==> src/rtl/note_scroll_scan_pkg.sv <==
// Shared types and default sizing for the note scroll/scan slice.
// Consumed by row_scanner and note_scroll_scan.
package note_scan_pkg;

    localparam int unsigned ROWS_DEF      = 8;
    localparam int unsigned LANES_DEF     = 10;
    localparam int unsigned SCAN_DIV_DEF  = 1000;
    localparam int unsigned BLANK_CYC_DEF = 16;
    localparam int unsigned FLUSH_DIV_DEF = 100000;

    typedef enum logic [1:0] {
        IDLE,
        RUN,
        FLUSH
    } state_t;

    // One frame-buffer row: {red lanes, blue lanes}
    typedef logic [2*LANES_DEF-1:0] row_word_t;

    function automatic int unsigned cnt_width(input int unsigned n);
        return (n > 1) ? $clog2(n) : 1;
    endfunction

endpackage

==> src/rtl/note_scroll_scan_row_scanner.sv <==
// Row-period divider, row index and one-hot-low row strobe for the LED matrix.
// Build option SCAN_BLANK_EN: blank the first BLANK_CYC cycles of each row period.
module row_scanner
    import note_scan_pkg::*;
#(
    parameter int unsigned ROWS      = ROWS_DEF,
    parameter int unsigned SCAN_DIV  = SCAN_DIV_DEF,
    parameter int unsigned BLANK_CYC = BLANK_CYC_DEF,
    localparam int unsigned RW       = cnt_width(ROWS)
) (
    input  logic            clk,
    input  logic            rst_n,
    output logic [ROWS-1:0] row_n,
    output logic [RW-1:0]   row_sel,
    output logic            blank_next
);

    localparam int unsigned DW           = cnt_width(SCAN_DIV);
    localparam logic [DW-1:0] DIV_LAST   = DW'(SCAN_DIV - 1);
    localparam logic [DW-1:0] BLANK_LIM  = DW'(BLANK_CYC);
    localparam logic [RW-1:0] IDX_LAST   = RW'(ROWS - 1);
`ifdef SCAN_BLANK_EN
    localparam bit BLANK_EN = 1'b1;
`else
    localparam bit BLANK_EN = 1'b0;
`endif

    logic [DW-1:0] div_cnt, div_next;
    logic [RW-1:0] row_idx, idx_next;

    always_comb begin
        div_next = div_cnt + 1'b1;
        idx_next = row_idx;
        if (div_cnt == DIV_LAST) begin
            div_next = '0;
            idx_next = (row_idx == IDX_LAST) ? '0 : row_idx + 1'b1;
        end
    end

    assign blank_next = BLANK_EN && (div_next < BLANK_LIM);
    assign row_sel    = idx_next;

    // Strobe is registered from the next-state index so it lines up with the column registers
    always_ff @(posedge clk or negedge rst_n) begin
        if (!rst_n) begin
            div_cnt <= '0;
            row_idx <= '0;
            row_n   <= '1;
        end else begin
            div_cnt <= div_next;
            row_idx <= idx_next;
            row_n   <= blank_next ? '1 : ~(ROWS'(1) << idx_next);
        end
    end

endmodule

==> src/rtl/note_scroll_scan.sv <==
// Scrolling bicolour note frame buffer with end-of-song flush, driving a row-scanned LED matrix.
// Build option SCAN_BLANK_EN (in row_scanner): anti-ghost blanking at the start of each row period.
module note_scroll_scan
    import note_scan_pkg::*;
#(
    parameter int unsigned ROWS      = ROWS_DEF,
    parameter int unsigned LANES     = LANES_DEF,
    parameter int unsigned SCAN_DIV  = SCAN_DIV_DEF,
    parameter int unsigned BLANK_CYC = BLANK_CYC_DEF,
    parameter int unsigned FLUSH_DIV = FLUSH_DIV_DEF
) (
    input  logic             clk,
    input  logic             rst_n,
    input  logic [LANES-1:0] note_R,
    input  logic [LANES-1:0] note_B,
    input  logic [3:0]       offset,
    input  logic             finish,
    output logic [ROWS-1:0]  row_n,
    output logic [LANES-1:0] col_R,
    output logic [LANES-1:0] col_B,
    output logic             busy,
    output logic             flush_done
);

    localparam int unsigned FW            = cnt_width(FLUSH_DIV);
    localparam int unsigned RW            = cnt_width(ROWS);
    localparam logic [FW-1:0] FLUSH_LAST  = FW'(FLUSH_DIV - 1);
    localparam logic [RW-1:0] INS_LAST    = RW'(ROWS - 1);

    state_t state, state_next;

    logic [3:0]         offset_q;
    logic               step;
    logic [2*LANES-1:0] frame [ROWS];
    logic [FW-1:0]      flush_cnt;
    logic [RW-1:0]      ins_cnt;
    logic               flush_tick, flush_last;
    logic               shift_en, shift_zero, done_next;
    logic [RW-1:0]      row_sel;
    logic               blank_next;

    row_scanner #(
        .ROWS      (ROWS),
        .SCAN_DIV  (SCAN_DIV),
        .BLANK_CYC (BLANK_CYC)
    ) u_scan (
        .clk        (clk),
        .rst_n      (rst_n),
        .row_n      (row_n),
        .row_sel    (row_sel),
        .blank_next (blank_next)
    );

    assign step       = (offset != offset_q);
    assign flush_tick = (flush_cnt == FLUSH_LAST);
    assign flush_last = flush_tick && (ins_cnt == INS_LAST);

    always_ff @(posedge clk or negedge rst_n) begin
        if (!rst_n) state <= IDLE;
        else        state <= state_next;
    end

    always_comb begin
        state_next = state;
        case (state)
            IDLE:    if (step)       state_next = RUN;
            RUN:     if (finish)     state_next = FLUSH;
            FLUSH:   if (flush_last) state_next = IDLE;
            default:                 state_next = IDLE;
        endcase
    end

    always_comb begin
        shift_en   = 1'b0;
        shift_zero = 1'b0;
        done_next  = 1'b0;
        case (state)
            IDLE, RUN: shift_en = step;
            FLUSH: begin
                shift_en   = flush_tick;
                shift_zero = 1'b1;
                done_next  = flush_last;
            end
            default: ;
        endcase
    end

    // Flush counters sit at zero outside FLUSH, so entering FLUSH starts a clean count
    always_ff @(posedge clk or negedge rst_n) begin
        if (!rst_n) begin
            offset_q   <= '0;
            busy       <= 1'b0;
            flush_done <= 1'b0;
            flush_cnt  <= '0;
            ins_cnt    <= '0;
        end else begin
            offset_q   <= offset;
            busy       <= (state_next != IDLE);
            flush_done <= done_next;
            if (state != FLUSH) begin
                flush_cnt <= '0;
                ins_cnt   <= '0;
            end else if (flush_tick) begin
                flush_cnt <= '0;
                ins_cnt   <= ins_cnt + 1'b1;
            end else begin
                flush_cnt <= flush_cnt + 1'b1;
            end
        end
    end

    always_ff @(posedge clk or negedge rst_n) begin
        if (!rst_n) begin
            for (int unsigned k = 0; k < ROWS; k++) frame[k] <= '0;
            col_R <= '0;
            col_B <= '0;
        end else begin
            if (shift_en) begin
                frame[0] <= shift_zero ? '0 : {note_R, note_B};
                for (int unsigned k = 1; k < ROWS; k++) frame[k] <= frame[k-1];
            end
            col_R <= blank_next ? '0 : frame[row_sel][2*LANES-1:LANES];
            col_B <= blank_next ? '0 : frame[row_sel][LANES-1:0];
        end
    end

endmodule
==> config.mk <==
export PLATFORM = sky130hd
export DESIGN_NAME = note_scroll_scan
export DESIGN_NICKNAME = d
export VERILOG_FILES = /design/src/rtl/note_scroll_scan_pkg.sv /design/src/rtl/note_scroll_scan_row_scanner.sv /design/src/rtl/note_scroll_scan.sv
export SDC_FILE = /design/constraint.sdc
export NUM_CORES = 1
export LEC_CHECK = 0
export ABC_CLOCK_PERIOD_IN_PS = 3900
export BUFFER_PORTS_ARGS = -buffer_cell sky130_fd_sc_hd__buf_2
export CAP_MARGIN = 20
export CELL_PAD_IN_SITES_DETAIL_PLACEMENT = 1
export CELL_PAD_IN_SITES_GLOBAL_PLACEMENT = 1
export CORE_MARGIN = 1
export CORE_UTILIZATION = 50
export DETAILED_ROUTE_END_ITERATION = 10
export GPL_TIMING_DRIVEN = 0
export PLACE_DENSITY = 0.87
export SETUP_SLACK_MARGIN = 0.1
export SLEW_MARGIN = 5
export SYNTH_ARGS = -nofsm -noshare
export SYNTH_HDL_FRONTEND = slang
export SYNTH_SLANG_ARGS = --single-unit
==> constraint.sdc <==
create_clock -name clk -period 3.9 [get_ports clk]
set_clock_uncertainty 0.1 [all_clocks]
set_input_delay 0.39 -clock clk [delete_from_list [all_inputs] [get_ports clk]]
set_output_delay 0.39 -clock clk [all_outputs]
set_load 0.02 [all_outputs]
==> impl_metrics.env <==
export IMPL_p_sw_mw=2.91
export IMPL_final_nets=907
export IMPL_hold_viol_final=0
export IMPL_internal_power_mw=5.82
export IMPL_critPathMaxStageDelay_ps=780
export IMPL_worstSetupPathType="register to register"
export IMPL_crit_chain="ha_1 > ha_1 > nor4_4 > clkbuf_1 > a21oi_1 > a221oi_1 > a22oi_1"
export IMPL_placementRows=51
export IMPL_detail_route_antenna_nets=0
export IMPL_cts_resized=0
export IMPL_syn2layout_area_growth_pct=15.3
export IMPL_rsz0062_at_grt="no"
export IMPL_drc=0
export IMPL_ys_seq_area_share_pct=57.6
export IMPL_gp_congestion=0.832
export IMPL_vias=7109
export IMPL_yosys_warnings=0
export IMPL_pin_count=57
export IMPL_clk_pin_slew_ps=60
export IMPL_final_util_pct=58.9
export IMPL_post_place_ws_ps=716
export IMPL_grt_pass1_vias=7771
export IMPL_hold_class="input pin to register"
export IMPL_vias_per_cell=6.16
export IMPL_fin_ws_ps=601
export IMPL_run_status="completed"
export IMPL_grt_pass1_wl_um=44000
export IMPL_crit_fanout=10
export IMPL_peakVddDrop_mv=0.379
export IMPL_die_height_um=143
export IMPL_cts_sinks=229
export IMPL_post_route_period_util_pct=84.6
export IMPL_cp_required_ps=4160
export IMPL_syn_area_um2=9970
export IMPL_critPathArrivalTime_ps=3560
export IMPL_ys_types=52
export IMPL_grt_util_met1_pct=37.3
export IMPL_pwr_share_comb_pct=26.1
export IMPL_setup_viol=0
export IMPL_drt_iter0_drc=586
export IMPL_synth_top_area_share_pct=55.5
export IMPL_cts_tree="done"
export IMPL_fin_tns_setup_ps=0
export IMPL_cp_end_kind="register"
export IMPL_use_met3_pct=4.23
export IMPL_clockRootBuffer="clkbuf_16"
export IMPL_cts_made_buffers=25
export IMPL_grtUsageMet2_pct=47.3
export IMPL_drive_above_1_share_pct=21.3
export IMPL_async_flop_share_pct=100
export IMPL_initial_utilization_pct=51.1
export IMPL_core_area_um2=19500
export IMPL_ys_ff_latch=229
export IMPL_slew_violations=0
export IMPL_sw_frac_of_total_pct=33.3
export IMPL_htree_levels=1
export IMPL_maxCapViolCount=0
export IMPL_p_leak_nw=5.02
export IMPL_overflow=0
export IMPL_tightest_slew_ps=871
export IMPL_dieArea_um2=20500
export IMPL_grt_util_all_layers_pct=28.5
export IMPL_antenna_found_initial=0
export IMPL_grt_max_degree=86
export IMPL_dp_cells=1104
export IMPL_clkLatencyLatePin_ps=510
export IMPL_dr_pass1_iters=8
export IMPL_cellPowerDensity_nw_per_um2=759
export IMPL_wire_per_inst_um=23.8
export IMPL_seqPwrFrac_pct=48.1
export IMPL_max_freq_ghz=0.303
export IMPL_synth_largest_area_cell="dfrtp_1"
export IMPL_wl_um=27400
export IMPL_avgSynthCellArea_um2=12.8
export IMPL_synth_edff_count=0
export IMPL_critical_path_slowest_cell="nor4_4"
export IMPL_io_buffers=56
export IMPL_fin_cells=1154
export IMPL_relSlewSlack_pct=41.7
export IMPL_syn_inst=781
export IMPL_cp_common_cell="ha_1"
export IMPL_top_usage_layer="met2"
export IMPL_syn_nets=814
export IMPL_synthTopCellsByArea="dfrtp_1 55%, mux2_1 11%, mux2_2 5.5%, a22oi_1 2.9%, a21oi_1 2.9%"
export IMPL_cp_start_kind="register"
export IMPL_hpwl_um=18000
export IMPL_clkPwrFrac_pct=25.8
export IMPL_layout_min_cycle_time_ps=3300
export IMPL_synth_main_ff_cell="dfrtp_1"
export IMPL_ctsLongestPathBuffers=3
export IMPL_diodes=0
export IMPL_die_w_um=143
==> stage by stage <==
step	power [mW]	cell area, µm²	hold slack, ps
2_1_floorplan	5.52	9970	-5.59
3_3_place_gp	6.13	10600	368
3_5_place_dp	6.40	10600	283
4_1_cts	8.75	11500	0.0580
5_1_grt	9.15	11500	14.5
6_report	8.73	11500	9.03
==> power groups by stage <==
stage	sequential, mW	clock, mW	combinational [mW]
2_1_floorplan	3.97	0	1.55
3_3_place_gp	4.05	0	2.08
3_5_place_dp	4.16	0	2.24
4_1_cts	4.17	2.28	2.30
5_1_grt	4.30	2.36	2.48
6_report	4.20	2.25	2.28
==> cell families (layout without fill, tap and decap cells) <==
kind of cell    count (synthesis)  in the layout  synth area share, %
flops                         229            229                 57.6
compound gates                173            173                 12.6
mux                           149            149                 16.8
simple gates                  139            139                 7.02
buf+inv                        59            167                 3.02
xor+xnor                       26             26                 2.28
fa+ha+maj                       6              6                0.753
==> cell usage after synthesis, types with 3 or more instances <==
cell      instances
dfstp_2           8
nor2b_1           4
a222oi_1         20
nor3_1            6
nand2_1          55
ha_1              6
a22oi_1          39
a221oi_1         17
xnor2_1          14
buf_6             3
mux2i_1           5
inv_1             8
nor2_1           34
mux2_2           49
nand2b_1          3
clkbuf_1         19
o21ai_0           4
nand4_1           4
xor2_1           12
buf_2            19
buf_4             9
a22o_1           20
nand3_1          12
nor3b_1           3
mux2_1           95
a21oi_1          58
dfrtp_1         221
and4_1            6
==> routing by layer <==
metal	share of wire, %	wire [µm]
met5	0	0
met1	41	11300
met2	49	13500
met3	6.3	1720
met4	3.4	923
==> area by class of cell <==
class / count / area [µm²]
clock buffer: 37 / 721
fill: 1984 / 8030
tap: 265 / 332
timing repair buffer: 66 / 423
inverter: 8 / 30.0
clock inverter: 5 / 52.6
sequential: 229 / 5740
multi-input combinational: 493 / 3930
buffer: 51 / 272
==> sequential cells by signal, indices dropped and copies added (netlist names), 4 cells and up <==
register        cells
col_B              10
flush_cnt          17
offset_q            4
frame             160
u_scan.row_n        8
u_scan.div_cnt     10
col_R              10
==> worst max-delay path, delay by kind of cell, from the launching register on <==
kind / cells / cell delay, ps
DFF: 1 / 460
buffers and inverters: 1 / 530
AOI/OAI and AO/OA: 3 / 700
and+or+nand+nor: 1 / 780
adders and majority gates: 2 / 570
==> timing repair <==
| item | CTS | global route |
|---|---|---|
| endpoints found under the hold margin | 73 | 0 |
| hold buffers | 7 | 0 |
| buffers inserted | 0 | 0 |
==> cell usage in the layout (no fill, tap or decap), types with 6 or more instances in the layout <==
| cell | count |
|---|---|
| dfstp_2 | 8 |
| dlygate4sd3_1 | 7 |
| a222oi_1 | 20 |
| buf_4 | 10 |
| a22oi_1 | 39 |
| nor2_1 | 34 |
| nor3_1 | 6 |
| clkbuf_16 | 25 |
| inv_1 | 8 |
| and4_1 | 6 |
| xor2_1 | 12 |
| mux2_1 | 95 |
| buf_2 | 74 |
| dfrtp_1 | 221 |
| nand2_1 | 55 |
| mux2_2 | 49 |
| a21oi_1 | 58 |
| xnor2_1 | 14 |
| nand3_1 | 12 |
| a221oi_1 | 17 |
| a22o_1 | 20 |
| clkbuf_1 | 26 |
| ha_1 | 6 |
==> path summary, 6_finish.rpt <==
| path | startpoint | end | slack (ps) | cells after the start |
|---|---|---|---|---|
| max | u_scan.row_idx[1]$_DFF_PN0_ | col_R[7]$_DFF_PN0_ | 600 | 7 |
| min | note_R[1] | frame[151]$_DFFE_PN0P_ | 9 | 2 |
| max reg2reg | u_scan.row_idx[1]$_DFF_PN0_ | col_R[7]$_DFF_PN0_ | 600 | 7 |
| min reg2reg | flush_cnt[0]$_DFF_PN0_ | flush_cnt[0]$_DFF_PN0_ | 390 | 1 |
| max in group asynchronous | rst_n | flush_cnt[14]$_DFF_PN0_ | 2580 | 3 |
| min in group asynchronous | rst_n | col_R[1]$_DFF_PN0_ | 330 | 2 |
No activity file was read; power rests on OpenSTA's default activity.
